$ cat src/rtl/dmem_arbiter.sv
// Two-port arbiter in front of a single Data_Memory: serves one latched request
// at a time (IDLE -> ACCESS -> RESP) with round-robin or fixed priority on conflict.
module dmem_arbiter #(
    parameter int ADDR_W = 64,
    parameter int DATA_W = 64,
    parameter bit RR_EN  = 1'b1
) (
    input  logic              clk,
    input  logic              reset,
    input  logic              a_req,
    input  logic              a_we,
    input  logic [ADDR_W-1:0] a_addr,
    input  logic [DATA_W-1:0] a_wdata,
    output logic              a_ack,
    output logic [DATA_W-1:0] a_rdata,
    input  logic              b_req,
    input  logic              b_we,
    input  logic [ADDR_W-1:0] b_addr,
    input  logic [DATA_W-1:0] b_wdata,
    output logic              b_ack,
    output logic [DATA_W-1:0] b_rdata,
    output logic              MemWrite,
    output logic              MemRead,
    output logic [ADDR_W-1:0] Mem_Addr,
    output logic [DATA_W-1:0] Write_Data,
    input  logic [DATA_W-1:0] Read_Data
);

    typedef enum logic [1:0] {IDLE, ACCESS, RESP} state_t;

    localparam logic PORT_A = 1'b0;
    localparam logic PORT_B = 1'b1;

    state_t            state_q, state_d;
    logic              sel_q, sel_d;
    logic              last_q, last_d;
    logic              lat_we_q, lat_we_d;
    logic [ADDR_W-1:0] lat_addr_q, lat_addr_d;
    logic [DATA_W-1:0] lat_wdata_q, lat_wdata_d;
    logic [DATA_W-1:0] a_rdata_q, a_rdata_d;
    logic [DATA_W-1:0] b_rdata_q, b_rdata_d;
    logic              grant_b;
    logic              in_access;

    // On conflict B wins only in round-robin mode and only if A was served last.
    always_comb begin
        grant_b = 1'b0;
        if (a_req && b_req) begin
            grant_b = RR_EN ? (last_q == PORT_A) : 1'b0;
        end else begin
            grant_b = b_req;
        end
    end

    always_comb begin
        state_d     = state_q;
        sel_d       = sel_q;
        last_d      = last_q;
        lat_we_d    = lat_we_q;
        lat_addr_d  = lat_addr_q;
        lat_wdata_d = lat_wdata_q;
        a_rdata_d   = a_rdata_q;
        b_rdata_d   = b_rdata_q;
        case (state_q)
            IDLE: begin
                if (a_req || b_req) begin
                    sel_d       = grant_b ? PORT_B : PORT_A;
                    lat_we_d    = grant_b ? b_we : a_we;
                    lat_addr_d  = grant_b ? b_addr : a_addr;
                    lat_wdata_d = grant_b ? b_wdata : a_wdata;
                    state_d     = ACCESS;
                end
            end
            ACCESS: begin
                // Only the winner's read register moves; the other port's result is kept.
                if (!lat_we_q) begin
                    if (sel_q == PORT_B) b_rdata_d = Read_Data;
                    else                 a_rdata_d = Read_Data;
                end
                last_d  = sel_q;
                state_d = RESP;
            end
            RESP: begin
                state_d = IDLE;
            end
            default: begin
                state_d = IDLE;
            end
        endcase
    end

    always_ff @(posedge clk) begin
        if (reset) begin
            state_q     <= IDLE;
            sel_q       <= PORT_A;
            last_q      <= PORT_B;
            lat_we_q    <= 1'b0;
            lat_addr_q  <= '0;
            lat_wdata_q <= '0;
            a_rdata_q   <= '0;
            b_rdata_q   <= '0;
        end else begin
            state_q     <= state_d;
            sel_q       <= sel_d;
            last_q      <= last_d;
            lat_we_q    <= lat_we_d;
            lat_addr_q  <= lat_addr_d;
            lat_wdata_q <= lat_wdata_d;
            a_rdata_q   <= a_rdata_d;
            b_rdata_q   <= b_rdata_d;
        end
    end

    // Gating with reset keeps a reset during ACCESS from committing a write.
    assign in_access  = (state_q == ACCESS);
    assign MemWrite   = in_access & lat_we_q & ~reset;
    assign MemRead    = in_access & ~lat_we_q & ~reset;
    assign Mem_Addr   = in_access ? lat_addr_q : '0;
    assign Write_Data = in_access ? lat_wdata_q : '0;

    assign a_ack   = (state_q == RESP) && (sel_q == PORT_A);
    assign b_ack   = (state_q == RESP) && (sel_q == PORT_B);
    assign a_rdata = a_rdata_q;
    assign b_rdata = b_rdata_q;

endmodule

$ cat config.mk
export PLATFORM = sky130hd
export DESIGN_NAME = dmem_arbiter
export DESIGN_NICKNAME = d
export VERILOG_FILES = /design/src/rtl/dmem_arbiter.sv
export SDC_FILE = /design/constraint.sdc
export NUM_CORES = 1
export LEC_CHECK = 0
export CORE_AREA = 5 5 224 226
export DETAILED_ROUTE_END_ITERATION = 10
export DIE_AREA = 0 0 229 231
export DONT_BUFFER_PORTS = 1
export GPL_TIMING_DRIVEN = 1
export PLACE_DENSITY = 0.48
export SYNTH_ARGS = -nofsm -noshare
export SYNTH_HDL_FRONTEND = slang
export SYNTH_SLANG_ARGS = --single-unit
$ cat constraint.sdc
create_clock -name clk -period 4.5 [get_ports clk]
set_input_delay 0.45 -clock clk [delete_from_list [all_inputs] [get_ports clk]]
set_output_delay 0.45 -clock clk [all_outputs]
set_load 0.01 [all_outputs]
==> qor.csv <==
stage;metric;value;unit
sta;slew at the pin with the worst max-slew slack;1140;ps
sta;worst setup margin;1510;ps
sta;max-slew violation total from the final report;0;
drt;number of iterations in the first detailed-routing pass;7;
finish;post-route insts no fill;2077;
grt;total global routing overflow;0;
placed_design;dpl cells;1948;
sta;unrepaired setup endpoints after global routing;no;
clock_network;cts bufs inserted;31;
pwr;pwr dens;453;nW/um^2
floorplan;count of pins on the block boundary;586;
drt;final wirelength;46500;microns
drt;average wire per standard cell;22.4;microns
clock_network;clock latency on the worst-skew pair;560;ps
finish;area occupied by multi-input gates;6000;sq um
pwr;standby leakage power;4.86;nW
drt;number of design rule violations left after detail routing;0;
drt;via count of the routed design;10500;
worst_setup_path;Crit Path Max Fanout;36;
grt;largest net degree at the start of global routing;132;
sta;TNS Setup;0;ps
job;maxcap violations;0;
sta;Final setup violation count;0;
finish;fin nets;1752;
grt;aggregate global-route resource usage;16.5;%
clock_network;CTS max path bufs;3;
clock_network;TritonCTS clock tree;built;
sta;final hold viol count;0;
min_path;class of the most critical hold timing path;in -> reg;
worst_setup_path;data arrival time of the worst path;2540;ps
sta;worst clock skew;5.55;ps
floorplan;die height;231;microns
yosys;Warnings, synthesis;0;
yosys;sequential fraction of the synthesis area;44.1;%
placed_design;routability congestion estimate;0.848;
worst_setup_path;startpoint type of the worst setup path;flip-flop;
drt;post-DR vias/cell;5.07;
sta;clock period minus final worst setup slack;2990;ps
grt;wire length of the first global-routing pass;69100;microns
sta;fmax;0.335;GHz
clock_network;clock-pin slew on the worst setup and hold paths;60;ps
sta;relative slew slack;24.3;%
worst_setup_path;category of the most critical setup path;reg -> out;
finish;Area Overhead vs Synth;18.7;%
grt;number of antenna violations at the first check in global routing;9;
grt;number of global-route vias before repair;10700;
yosys;cell count after synthesis;1456;
drt;number of nets with antenna violations after routing;0;
finish;fraction of layout cells with a size suffix above 1;12.4;%
sta;minimum hold slack;35.6;ps
run_status;run status;completed;
drt;drt initial violations;623;
finish;# fillers;5158;
yosys;Post-Synthesis Cell Area;11800;sq um
placed_design;HPWL after DPL;31400;microns
finish;Reg area;5230;sq um
yosys;mean area per synthesized cell;8.13;sq um
clock_network;sinks on the clock net;261;
clock_network;buffer type at the clock tree root;sky130_fd_sc_hd__clkbuf_16;
clock_network;Setup Buffers After CTS;0;
floorplan;overall die area;52900;sq um
yosys;distinct cell type count of the synthesized netlist;25;
floorplan;floorplan core area;48100;sq um
worst_setup_path;Critical Path RT;4050;ps
floorplan;horizontal extent of the die;229;microns
placed_design;DP Worst Slack;2000;ps
yosys;total of flip-flops plus latches after synthesis;261;
placed_design;count of input and output buffers;0;
sta;final critical-path share of the clock period;66.4;%
worst_setup_path;type of element capturing the critical path;output pin;
clock_network;H-tree levels;1;
floorplan;Placement Rows;81;
pwr;peak supply drop;0.248;mV
yosys;post-synth net total;1782;
floorplan;starting density of the core;24.6;%
stage by stage:
stage | utilization, % | power, mW | area [sq um]
6_report | 29.2 | 6.37 | 14000
5_1_grt | 29.2 | 6.67 | 14000
4_1_cts | 29.2 | 6.46 | 14000
3_5_place_dp | 25.3 | 3.52 | 12200
3_3_place_gp | 25.3 | 3.50 | 12200
2_1_floorplan | - | 3.34 | 11800
what timing repair did:
item / 4_1_cts / 5_1_grt
endpoints found under the hold margin: 188 / 0
gates resized for setup: 0 / 0
hold buffers: 67 / 0
flip-flops by register name, summed over array words and instances (netlist names):
name / count
a_rdata: 64
b_rdata: 64
last_q: 1
lat_addr_q: 64
lat_wdata_q: 64
lat_we_q: 1
sel_q: 1
state_q: 2
placed cells by master (no fill, tap or decap), drive strengths merged, types with 2 or more instances in the layout:
cell and n:
buf 15, and2 130, a21bo 2, clkinv 4, nand2 517, dfxtp 261, bufinv 7, clkbuf 41
dlygate4sd3 66, nor2b 2, nor2 2, diode 5, clkinvlp 3, a21oi 258, inv 2, a311oi 129
area by class of cell:
class,instances,share of cell area (%)
clock inverters,16,1.94
repair buffers,81,6.18
clock buffers,41,6.36
diodes,5,0.0891
multi-input cells,1051,42.7
flip-flops and latches,261,37.2
well taps,622,5.54
final timing paths:
| kind | start | to | slack, ps | depth (start not counted) |
|---|---|---|---|---|
| hold / removal | Read_Data[18] | a_rdata[18] | 40 | 2 |
| setup / recovery | state_q[0] | Mem_Addr[61] | 1510 | 3 |
| hold reg to reg | b_rdata[47] | b_rdata[47] | 500 | 2 |
| setup reg to reg | state_q[0] | a_rdata[20] | 2010 | 5 |
critical path: stages (launching register included):
cell	delay [ps]
sky130_fd_sc_hd__dfxtp_1	540
sky130_fd_sc_hd__nor2b_4	820
sky130_fd_sc_hd__buf_4	350
sky130_fd_sc_hd__and2_1	220
cells by family after synthesis:
logic type      after synthesis  share of synthesized area, %
simple gates                661                          24.1
compound gates              390                          25.9
flops                       261                          44.1
buf+inv                     144                          5.79
routing by layer:
metal,global-route usage (%),up-vias,wire (microns)
li1,-,4890,-
met1,19.1,5053,17200
met2,27.6,517,22500
met3,7.01,69,5400
met4,5.75,2,1430
met5,0,-,13
report_power, final:
part	internal [mW]	switching, mW	leakage [nW]	total, mW
Clock	1.79	1.03	0.568	2.82
Sequential	2.50	0.155	2.14	2.65
Combinational	0.330	0.564	2.15	0.894
cell usage after synthesis:
| library cell | instances | area, sq um |
|---|---|---|
| sky130_fd_sc_hd__a21bo_2 | 2 | 20.0 |
| sky130_fd_sc_hd__nor4bb_1 | 1 | 10.0 |
| sky130_fd_sc_hd__clkbuf_1 | 85 | 319 |
| sky130_fd_sc_hd__nor3b_1 | 1 | 7.51 |
| sky130_fd_sc_hd__and2_1 | 130 | 813 |
| sky130_fd_sc_hd__nor3_1 | 1 | 5.00 |
| sky130_fd_sc_hd__and3b_1 | 1 | 8.76 |
| sky130_fd_sc_hd__nand2_1 | 517 | 1940 |
| sky130_fd_sc_hd__or2_1 | 1 | 6.26 |
| sky130_fd_sc_hd__nor4b_1 | 1 | 8.76 |
| sky130_fd_sc_hd__nor2_2 | 1 | 6.26 |
| sky130_fd_sc_hd__nor2b_1 | 2 | 12.5 |
| sky130_fd_sc_hd__nand3b_1 | 1 | 7.51 |
| sky130_fd_sc_hd__nand2b_1 | 1 | 6.26 |
| sky130_fd_sc_hd__dfxtp_1 | 261 | 5230 |
| sky130_fd_sc_hd__buf_4 | 1 | 7.51 |
| sky130_fd_sc_hd__or4b_1 | 1 | 10.0 |
| sky130_fd_sc_hd__a21boi_1 | 1 | 7.51 |
| sky130_fd_sc_hd__buf_2 | 47 | 235 |
| sky130_fd_sc_hd__buf_6 | 11 | 124 |
| sky130_fd_sc_hd__nand4bb_1 | 1 | 11.3 |
| sky130_fd_sc_hd__a21oi_1 | 258 | 1290 |
| sky130_fd_sc_hd__a311oi_1 | 30 | 263 |
| sky130_fd_sc_hd__a311oi_2 | 99 | 1490 |
| sky130_fd_sc_hd__nor2_1 | 1 | 3.75 |
(Power assumes the default switching activity.)
